## src/rtl/ctrl_pkg.sv

```systemverilog
// Shared command encoding between the control sources, the scheduler and the playfield engine.
package ctrl_pkg;

  typedef enum logic [2:0] {
    CMD_NONE  = 3'd0,
    LEFT      = 3'd1,
    RIGHT     = 3'd2,
    ROTATE    = 3'd3,
    SOFT_DOWN = 3'd4,
    HARD_DROP = 3'd5,
    HOLD      = 3'd6,
    GRAVITY   = 3'd7
  } ctrl_t;

  typedef enum logic [1:0] {
    IDLE  = 2'd0,
    ISSUE = 2'd1,
    GUARD = 2'd2,
    WAIT  = 2'd3
  } sched_state_t;

  localparam logic [2:0] MAX_LEVEL = 3'd7;

  // Only player commands are queued; NONE and GRAVITY are never accepted from a source.
  function automatic logic is_user_cmd(input ctrl_t c);
    return (c != CMD_NONE) && (c != GRAVITY);
  endfunction

endpackage

```

## src/rtl/cmd_fifo.sv

```systemverilog
// Command queue: up to two pushes and one pop per cycle, head read combinationally.
// Caller guarantees pushes never exceed free space; a pop on an empty queue is ignored.
module cmd_fifo
  import ctrl_pkg::*;
#(
  parameter  int unsigned DEPTH = 4,
  localparam int unsigned AW    = $clog2(DEPTH),
  localparam int unsigned CW    = AW + 1
) (
  input  logic          clk,
  input  logic          reset_n,
  input  logic          push_a,
  input  ctrl_t         dat_a,
  input  logic          push_b,
  input  ctrl_t         dat_b,
  input  logic          pop,
  output ctrl_t         head,
  output logic          full,
  output logic          empty,
  output logic [CW-1:0] count
);

  ctrl_t         mem [DEPTH];
  logic [AW-1:0] wr_ptr;
  logic [AW-1:0] rd_ptr;
  logic [AW-1:0] wr_ptr_b;
  logic          pop_ok;

  assign pop_ok   = pop && !empty;
  assign wr_ptr_b = wr_ptr + AW'(push_a);
  assign head     = mem[rd_ptr];
  assign full     = (count == CW'(DEPTH));
  assign empty    = (count == '0);

  // Storage carries no reset; only pointers and occupancy define validity.
  always_ff @(posedge clk) begin
    if (push_a) mem[wr_ptr] <= dat_a;
    if (push_b) mem[wr_ptr_b] <= dat_b;
  end

  always_ff @(posedge clk or negedge reset_n) begin
    if (!reset_n) begin
      wr_ptr <= '0;
      rd_ptr <= '0;
      count  <= '0;
    end else begin
      wr_ptr <= wr_ptr + AW'(push_a) + AW'(push_b);
      if (pop_ok) rd_ptr <= rd_ptr + AW'(1);
      count <= count + CW'(push_a) + CW'(push_b) - CW'(pop_ok);
    end
  end

endmodule

```

## src/rtl/ctrl_scheduler.sv

```systemverilog
// Merges button/UART commands and gravity ticks into one command stream for the playfield engine.
// Strobe to control is 2 cycles; ready stalls issue while the queue keeps absorbing arrivals.
module ctrl_scheduler
  import ctrl_pkg::*;
#(
  parameter  int unsigned BASE_PERIOD = 50_000_000,
  parameter  int unsigned FIFO_DEPTH  = 4,
  localparam int unsigned QW          = $clog2(FIFO_DEPTH) + 1,
  localparam int unsigned TW          = $clog2(BASE_PERIOD + 1)
) (
  input  logic          clk,
  input  logic          reset_n,
  input  logic          btn_valid,
  input  logic [2:0]    btn_cmd,
  input  logic          uart_valid,
  input  logic [2:0]    uart_cmd,
  input  logic [3:0]    level,
  input  logic          pause,
  input  logic          ready,
  output logic [2:0]    control,
  output logic          busy,
  output logic          overflow,
  output logic [QW-1:0] queue_count
);

  sched_state_t  state;
  sched_state_t  next_state;
  logic [2:0]    lvl;
  logic [TW-1:0] period;
  logic [TW-1:0] grav_cnt;
  logic          grav_tick;
  logic          grav_pend;
  logic          btn_ok;
  logic          uart_ok;
  logic          push_a;
  logic          push_b;
  ctrl_t         dat_a;
  ctrl_t         dat_b;
  logic          drop;
  logic          fifo_pop;
  ctrl_t         fifo_head;
  logic          fifo_full;
  logic          fifo_empty;
  logic [QW-1:0] fifo_count;
  logic [QW-1:0] free_slots;
  logic          start;
  logic          issue_grav;
  ctrl_t         issue_cmd;
  ctrl_t         control_d;
  logic          busy_d;

  // Gravity timer
  assign lvl    = (level > 4'(MAX_LEVEL)) ? MAX_LEVEL : level[2:0];
  assign period = TW'(BASE_PERIOD) >> lvl;
  // cnt+1 >= period is cnt >= period-1 without underflow when period shifts to 0.
  assign grav_tick = ({1'b0, grav_cnt} + (TW + 1)'(1)) >= {1'b0, period};

  always_ff @(posedge clk or negedge reset_n) begin
    if (!reset_n) begin
      grav_cnt <= '0;
    end else if (!pause) begin
      grav_cnt <= grav_tick ? '0 : grav_cnt + TW'(1);
    end
  end

  always_ff @(posedge clk or negedge reset_n) begin
    if (!reset_n) begin
      grav_pend <= 1'b0;
    end else if (issue_grav) begin
      grav_pend <= 1'b0;
    end else if (!pause && grav_tick) begin
      grav_pend <= 1'b1;
    end
  end

  // Arrival arbitration: button always takes the first free slot.
  assign btn_ok     = btn_valid && is_user_cmd(ctrl_t'(btn_cmd));
  assign uart_ok    = uart_valid && is_user_cmd(ctrl_t'(uart_cmd));
  assign free_slots = QW'(FIFO_DEPTH) - fifo_count;

  always_comb begin
    push_a = 1'b0;
    push_b = 1'b0;
    dat_a  = ctrl_t'(btn_cmd);
    dat_b  = ctrl_t'(uart_cmd);
    drop   = 1'b0;
    if (btn_ok && uart_ok) begin
      if (free_slots >= QW'(2)) begin
        push_a = 1'b1;
        push_b = 1'b1;
      end else if (free_slots == QW'(1)) begin
        push_a = 1'b1;
        drop   = 1'b1;
      end else begin
        drop   = 1'b1;
      end
    end else if (btn_ok || uart_ok) begin
      dat_a = btn_ok ? ctrl_t'(btn_cmd) : ctrl_t'(uart_cmd);
      if (fifo_full) drop   = 1'b1;
      else           push_a = 1'b1;
    end
  end

  cmd_fifo #(
    .DEPTH (FIFO_DEPTH)
  ) u_cmd_fifo (
    .clk     (clk),
    .reset_n (reset_n),
    .push_a  (push_a),
    .dat_a   (dat_a),
    .push_b  (push_b),
    .dat_b   (dat_b),
    .pop     (fifo_pop),
    .head    (fifo_head),
    .full    (fifo_full),
    .empty   (fifo_empty),
    .count   (fifo_count)
  );

  // Issue FSM
  always_ff @(posedge clk or negedge reset_n) begin
    if (!reset_n) state <= IDLE;
    else          state <= next_state;
  end

  always_comb begin
    next_state = state;
    case (state)
      IDLE:    if (ready && !pause && (grav_pend || !fifo_empty)) next_state = ISSUE;
      ISSUE:   next_state = GUARD;
      GUARD:   next_state = WAIT;
      WAIT:    if (ready) next_state = IDLE;
      default: next_state = IDLE;
    endcase
  end

  assign start      = (state == IDLE) && (next_state == ISSUE);
  assign issue_grav = start && grav_pend;
  assign fifo_pop   = start && !grav_pend;

  always_ff @(posedge clk or negedge reset_n) begin
    if (!reset_n)   issue_cmd <= CMD_NONE;
    else if (start) issue_cmd <= grav_pend ? GRAVITY : fifo_head;
  end

  // The registered control pulse is the ISSUE cycle's command, presented one stage later.
  always_comb begin
    control_d = CMD_NONE;
    busy_d    = (next_state != IDLE);
    if (state == ISSUE) control_d = issue_cmd;
  end

  always_ff @(posedge clk or negedge reset_n) begin
    if (!reset_n) begin
      control  <= CMD_NONE;
      busy     <= 1'b0;
      overflow <= 1'b0;
    end else begin
      control  <= control_d;
      busy     <= busy_d;
      overflow <= drop;
    end
  end

  assign queue_count = fifo_count;

endmodule

```

## config.mk

```make
export PLATFORM = sky130hd
export DESIGN_NAME = ctrl_scheduler
export DESIGN_NICKNAME = d
export VERILOG_FILES = /design/src/rtl/ctrl_pkg.sv /design/src/rtl/cmd_fifo.sv /design/src/rtl/ctrl_scheduler.sv
export SDC_FILE = /design/constraint.sdc
export NUM_CORES = 1
export LEC_CHECK = 0
export CORE_MARGIN = 1.5
export CORE_UTILIZATION = 38
export CTS_CLUSTER_DIAMETER = 80
export DETAILED_ROUTE_END_ITERATION = 12
export HOLD_SLACK_MARGIN = 0.03
export SLEW_MARGIN = 20
export SYNTH_ARGS = -nofsm -noshare
export SYNTH_HDL_FRONTEND = slang
export SYNTH_SLANG_ARGS = --single-unit
export TNS_END_PERCENT = 20
```

## constraint.sdc

```tcl
create_clock -name clk -period 4.27 [get_ports clk]
set_input_delay 1.281 -clock clk [delete_from_list [all_inputs] [get_ports clk]]
set_output_delay 1.281 -clock clk [all_outputs]
set_load 0.005 [all_outputs]
```

==> impl_metrics.csv, run 1 <==
group,metric,value,unit
synthesis,ys_seq_elements,56,
power,ir_drop,0.000337,V
routing,first_pass_iters,4,
synthesis,synthCells,423,
timing,finalHoldViolations,0,
timing,setup_viol,0,
synthesis,synth_area_per_cell,9.48,sq um
power,p_sw,0.631,mW
synthesis,seq_area_frac_synth,36.4,%
synthesis,ys_types,57,
floorplanning,dieArea,11200,sq um
power,swShare,34.5,%
setup_path,slowest_delay,570,ps
setup_path,worstSetupPathType,"in2reg",
power,p_seq_share,43.7,%
synthesis,yosys_warnings,0,
cts,clockBufferDepth,2,
cts,holdBufCountCts,0,
power,clkPwrFrac,20.3,%
power,p_leak,2.07,nW
synthesis,dominantRegCellSynth,"dfrtp_1",
placed_design,routabilityCongestion,0.817,
hold_path,hp-class,"reg2reg",
placed_design,dp_cells,581,
final_layout,nets,505,
routing,met2WireLength,4.10,mm
routing,drtIter0Drc,158,
routing,wl,8.68,mm
timing,clock.fmax,249,MHz
cts,cts_tree,"yes",
setup_path,worstReg2RegStart,"grav_cnt[0]",
job,cap_viol_max_count,0,
cts,cts_setup_buffers,0,
floorplanning,pin_count,24,
timing,slew-limit-headroom,49.8,%
timing,period_minus_slack,4020,ps
final_layout,layout.cells.non_filler,589,
final_layout,antenna_cells,0,
timing,rsz0062_at_grt,"no",
outcome,status,"finished, final reports clean",
global_route,antenna_found_initial,0,
global_route,gr-total-overflow,0,
final_layout,drive_gt1_share,12.8,%
global_route,grt_pass1_vias,3058,
setup_path,cp.required,4450,ps
synthesis,yosysTopAreaCellShare,27.5,%
synthesis,synth_edf_count,12,
cts,clk_latency,310,ps
routing,routed-via-count,3125,
power,combPwrFrac,36.0,%
global_route,track_usage,16.3,%
floorplanning,fp.dieH,106,microns
synthesis,synthTopCellsByArea,"dfrtp_1 (27%), ha_1 (11%), edfxtp_1 (9.0%)",
final_layout,syn_to_final_growth,14.5,%
timing,hold_slack,481,ps
synthesis,yosys-top-cells-count,"nand2_1 (53), dfrtp_1 (44), ha_1 (35)",
routing,wl_met3,243,microns
cts,cts_resized,0,
synthesis,syn-cell-area,4010,sq um
setup_path,arrival,4200,ps
setup_path,end_kind,"flip-flop",
setup_path,start_kind,"input pin",
routing,wire_per_inst,14.7,microns
setup_path,cp_max_fo,11,
routing,drc,0,
setup_path,critPathTopFamily,"simple AND/OR/NAND/NOR gates",
synthesis,async_flop_share,78.6,%
timing,final.period_utilization,94.0,%
setup_path,path_cells,"clkdlybuf4s50_1 -> or3_1 -> ha_1 -> and3_1 -> nand3_1 -> nor4_1 -> buf_4 -> a221oi_2 -> buf_4 -> a41oi_1 -> o41ai_2",
routing,vias_per_cell,5.31,
power,power.density,399,nW/um^2
hold_path,hp-start,"issue_cmd[2]",
synthesis,post-synth-top-count-cell,"nand2_1",
timing,worst_pin_slew,753,ps
placed_design,portBuffers,23,
synthesis,synth_nets,476,
global_route,grt_max_degree,54,
routing,drtAntennaViolNets,0,
cts,clockRootBuffer,"clkbuf_8",
floorplanning,rows,37,
floorplanning,fp.coreArea,10300,sq um
setup_path,cp_common_cell,"buf_4",
routing,wl_met1,4.23,mm
setup_path,setup.worst_path.start,"level[0]",
placed_design,dp_hpwl,6.57,mm
cts,cts_htree_levels,2,
cts,cts.sinks,56,
floorplanning,initial_core_util,39.0,%
global_route,grt_pass1_wl,14.8,mm
setup_path,crit_buf_inv,3,
routing,routed.top_layer,"met4",
synthesis,synth.largest_area_cell,"dfrtp_1",
power,p_int,1.20,mW
setup_path,crit_slowest_cell,"clkdlybuf4s50_1",
timing,slew_viol_final,0,
cts,clkTransAtPathRegs,110,ps
cts,cts_made_buffers,5,
floorplanning,fp.dieW,106,microns
timing,skew,6.90,ps
registers in the layout, indices dropped and copies added (netlist names):
signal             cells
u_cmd_fifo.rd_ptr      2
issue_cmd              3
control                3
overflow               1
u_cmd_fifo.wr_ptr      2
u_cmd_fifo.mem        12
u_cmd_fifo.count       3
busy                   1
state                  2
grav_pend              1
grav_cnt              26
cell usage in the layout, fill, tap and decap left out, drive strengths merged, types with 12 or more instances in the layout:
cell,n
dfrtp,44
o21ai,24
nand4,23
edfxtp,12
ha,35
nand3,22
mux2,15
xnor2,24
inv,23
clkdlybuf4s50,21
nand2,53
buf,23
nor2,21
area by class of cell:
class | count | area (sq um)
Tap cell | 136 | 170
Inverter | 22 | 82.6
Clock buffer | 5 | 68.8
Fill cell | 1017 | 5690
Timing Repair Buffer | 44 | 390
Sequential cell | 56 | 1460
Clock inverter | 3 | 46.3
Multi-Input combinational cell | 323 | 2370
worst register-to-register path, delay by kind of cell, from the launching register on:
family	cells	cell delay (ps)
flip-flops	1	480
AO/OA/AOI/OAI	3	390
buffers and inverters	3	450
XOR/XNOR	1	240
AND/OR/NAND/NOR	6	1480
adder cells (fa/ha/maj)	2	700
power groups by stage:
| stage | clock network, mW | registers, mW | logic, mW |
|---|---|---|---|
| 6_report | 0.372 | 0.800 | 0.658 |
| 3_5_place_dp | 0 | 0.812 | 0.666 |
| 4_1_cts | 0.382 | 0.802 | 0.666 |
| 3_3_place_gp | 0 | 0.807 | 0.644 |
| 2_1_floorplan | 0 | 0.771 | 0.487 |
| 5_1_grt | 0.405 | 0.822 | 0.760 |
cells by family after synthesis:
logic type      Yosys count  synth area share, %
xor+xnor                 33                 7.21
compound gates           66                 11.7
flops                    56                 36.4
buf+inv                  44                 4.40
fa+ha+maj                37                 11.9
mux                      18                 6.18
simple gates            169                 22.2
worst paths after layout:
kind	depth (start not counted)	slack, ps	endpoint
max reg2reg	15	390	grav_cnt[18]
max	11	250	grav_cnt[18]
max in group asynchronous	2	2560	grav_cnt[15]
min	2	480	issue_cmd[2]
min reg2reg	2	480	issue_cmd[2]
min in group asynchronous	1	1020	grav_cnt[25]
stage by stage:
step                worst slack [ps]  cell area (sq um)  power (mW)  setup TNS, ps  utilization, %
floorplan                        385               4010        1.26              0               -
CTS                              291               4590        1.85              0            44.7
global placement                14.5               4480        1.45              0            43.6
detailed placement             -42.7               4480        1.48           -251            43.6
global route                    74.4               4590        1.99              0            44.7
finish                           254               4590        1.83              0            44.7
routing by layer:
metal  global-route usage [%]  vias up
met5                        0        -
met4                     3.76        0
met3                     2.29        8
met2                     28.0       49
met1                     21.8     1503
li1                         -     1565
Note: power is estimated with default switching activity, not from simulation.
==> inputs of run 2 (changes only) <==
CORE_MARGIN = not set   (was 1.5)
==> impl_metrics.csv, run 2 (synthesized netlist as in run 1, its figures left out) <==
group,metric,value,unit
outcome,status,"finished, final reports clean",
floorplanning,initial_core_util,39.0,%
cts,clockRootBuffer,"clkbuf_8",
cts,clk_latency,310,ps
floorplanning,dieArea,11000,sq um
cts,cts_setup_buffers,0,
global_route,met3_usage,2.06,%
placed_design,dp_hpwl,6.52,mm
global_route,track_usage,16.0,%
final_layout,final_common_cell,"nand2_1",
timing,period_minus_slack,3950,ps
cts,cts_htree_levels,2,
cts,cts_made_buffers,5,
floorplanning,fp.dieH,105,microns
power,ir_drop,0.000266,V
placed_design,dp_cells,578,
global_route,use_met2,27.4,%
setup_path,crit_buf_inv,3,
power,finalPower,1.75,mW
routing,vias_per_cell,5.29,
routing,drtIter0Drc,117,
final_layout,mostFrequentLayoutCells,"nand2_1 (53), dfrtp_1 (44), ha_1 (35), xnor2_1 (24), nand4_1 (22)",
setup_path,end_kind,"flip-flop",
timing,slew-limit-headroom,47.3,%
routing,wl,8.43,mm
final_layout,top_regs,"grav_cnt: 26 flops, u_cmd_fifo.mem: 12 flops",
setup_path,cp.required,4470,ps
cts,clockBufferDepth,2,
final_layout,nets,502,
cts,clkTransAtPathRegs,100,ps
routing,drc,0,
global_route,grt_pass1_vias,3014,
routing,wire_per_inst,14.4,microns
global_route,grt_pass1_wl,14.2,mm
timing,rsz0062_at_grt,"no",
placed_design,routabilityCongestion,0.834,
final_layout,regMostFlops,"grav_cnt",
job,cap_viol_max_count,0,
final_layout,utilization,44.2,%
setup_path,start_kind,"input pin",
setup_path,crit_slowest_cell,"clkdlybuf4s50_1",
final_layout,antenna_cells,0,
setup_path,critPathTopFamily,"buffers and inverters",
cts,holdBufCountCts,0,
floorplanning,fp.dieW,105,microns
routing,routed-via-count,3101,
global_route,gr-total-overflow,0,
placed_design,portBuffers,23,
floorplanning,rows,37,
final_layout,drive_gt1_share,12.0,%
global_route,met1_usage,21.0,%
setup_path,slowest_delay,660,ps
global_route,antenna_found_initial,0,
timing,clock.fmax,253,MHz
timing,setup_viol,0,
power,p_leak,2.04,nW
timing,tns,0,ps
final_layout,largest_reg_flops,26,
setup_path,worstSetupPathType,"in2reg",
hold_path,hp-class,"reg2reg",
timing,skew,7.23,ps
routing,first_pass_iters,4,
timing,finalHoldViolations,0,
setup_path,cp_max_fo,11,
cts,cts.sinks,56,
final_layout,layout.cells.non_filler,586,
timing,final.period_utilization,92.5,%
setup_path,arrival,4150,ps
timing,worst_pin_slew,791,ps
setup_path,path_cells,"clkdlybuf4s50_1 -> inv_1 -> nor3_1 -> nor2_1 -> nor2_1 -> ha_1 -> a21oi_1 -> a21oi_1 -> or3_1 -> a221oi_2 -> nand3_1 -> buf_4 -> o41ai_1",
cts,cts_resized,0,
routing,drtAntennaViolNets,0,
cts,cts_tree,"yes",
global_route,grt_max_degree,54,
final_layout,fillers,1006,
power,power.density,385,nW/um^2
global_route,grt_busiest_layer,"met2",
floorplanning,pin_count,24,
floorplanning,fp.coreArea,10300,sq um
final_layout,syn_to_final_growth,13.2,%
timing,slew_viol_final,0,
==> run 2: changes by cell type in the layout (fill, tap and decap cells not counted), sizes merged <==
cell and change:
bufinv -1, clkbuf +1, buf -3
==> run 2: area by class of cell <==
class / instances / area (sq um) / share of cell area, %
inverter: 22 / 82.6 / 1.82
clock inverter: 2 / 13.8 / 0.303
timing repair buffer: 41 / 368 / 8.10
sequential: 56 / 1460 / 32.2
tap: 136 / 170 / 3.75
clock buffer: 6 / 72.6 / 1.60
multi-input combinational: 323 / 2370 / 52.2
==> run 2: path summary, 6_finish.rpt <==
check,start,end,slack (ps),cells past startpoint
min in group asynchronous,reset_n,grav_cnt[24],1040,1
setup reg to reg,grav_cnt[2],grav_cnt[18],520,14
hold reg to reg,issue_cmd[1],issue_cmd[1],490,2
max in group asynchronous,reset_n,state[0],2570,2
setup / recovery,level[1],grav_cnt[12],320,13
hold / removal,issue_cmd[1],issue_cmd[1],490,2
==> run 2: power by group <==
part           leakage, nW  internal, mW  switching (mW)
clock               0.0456         0.118           0.178
sequential           0.681         0.690           0.110
combinational         1.32         0.330           0.321
total                 2.04          1.14           0.608
==> run 2: per-layer routing <==
metal,up-vias,wire length (microns)
li1,1561,-
met4,0,119
met2,40,4100
met5,-,0
met3,10,215
met1,1490,4000
==> run 2: per-stage QoR <==
stage / setup slack [ps] / hold WS, ps / instance area (sq um)
after floorplan: 385 / 442 / 4010
after global placement: 102 / 463 / 4450
after detailed placement: 9.25 / 464 / 4450
after CTS: 335 / 491 / 4540
after global routing: 53.8 / 517 / 4540
final: 319 / 490 / 4540
==> run 2: worst reg2reg max path, stage by stage, from the launching register on <==
cell and delay (ps):
dfrtp_1 500, and4_1 360, and4b_1 360, and2_1 210, and3_1 180, xnor2_1 180, inv_1 90, ha_1 270
and3_1 180, nand3_1 90, nor4_1 420, nand3_1 160, buf_4 250, a41oi_1 260, o41ai_2 100
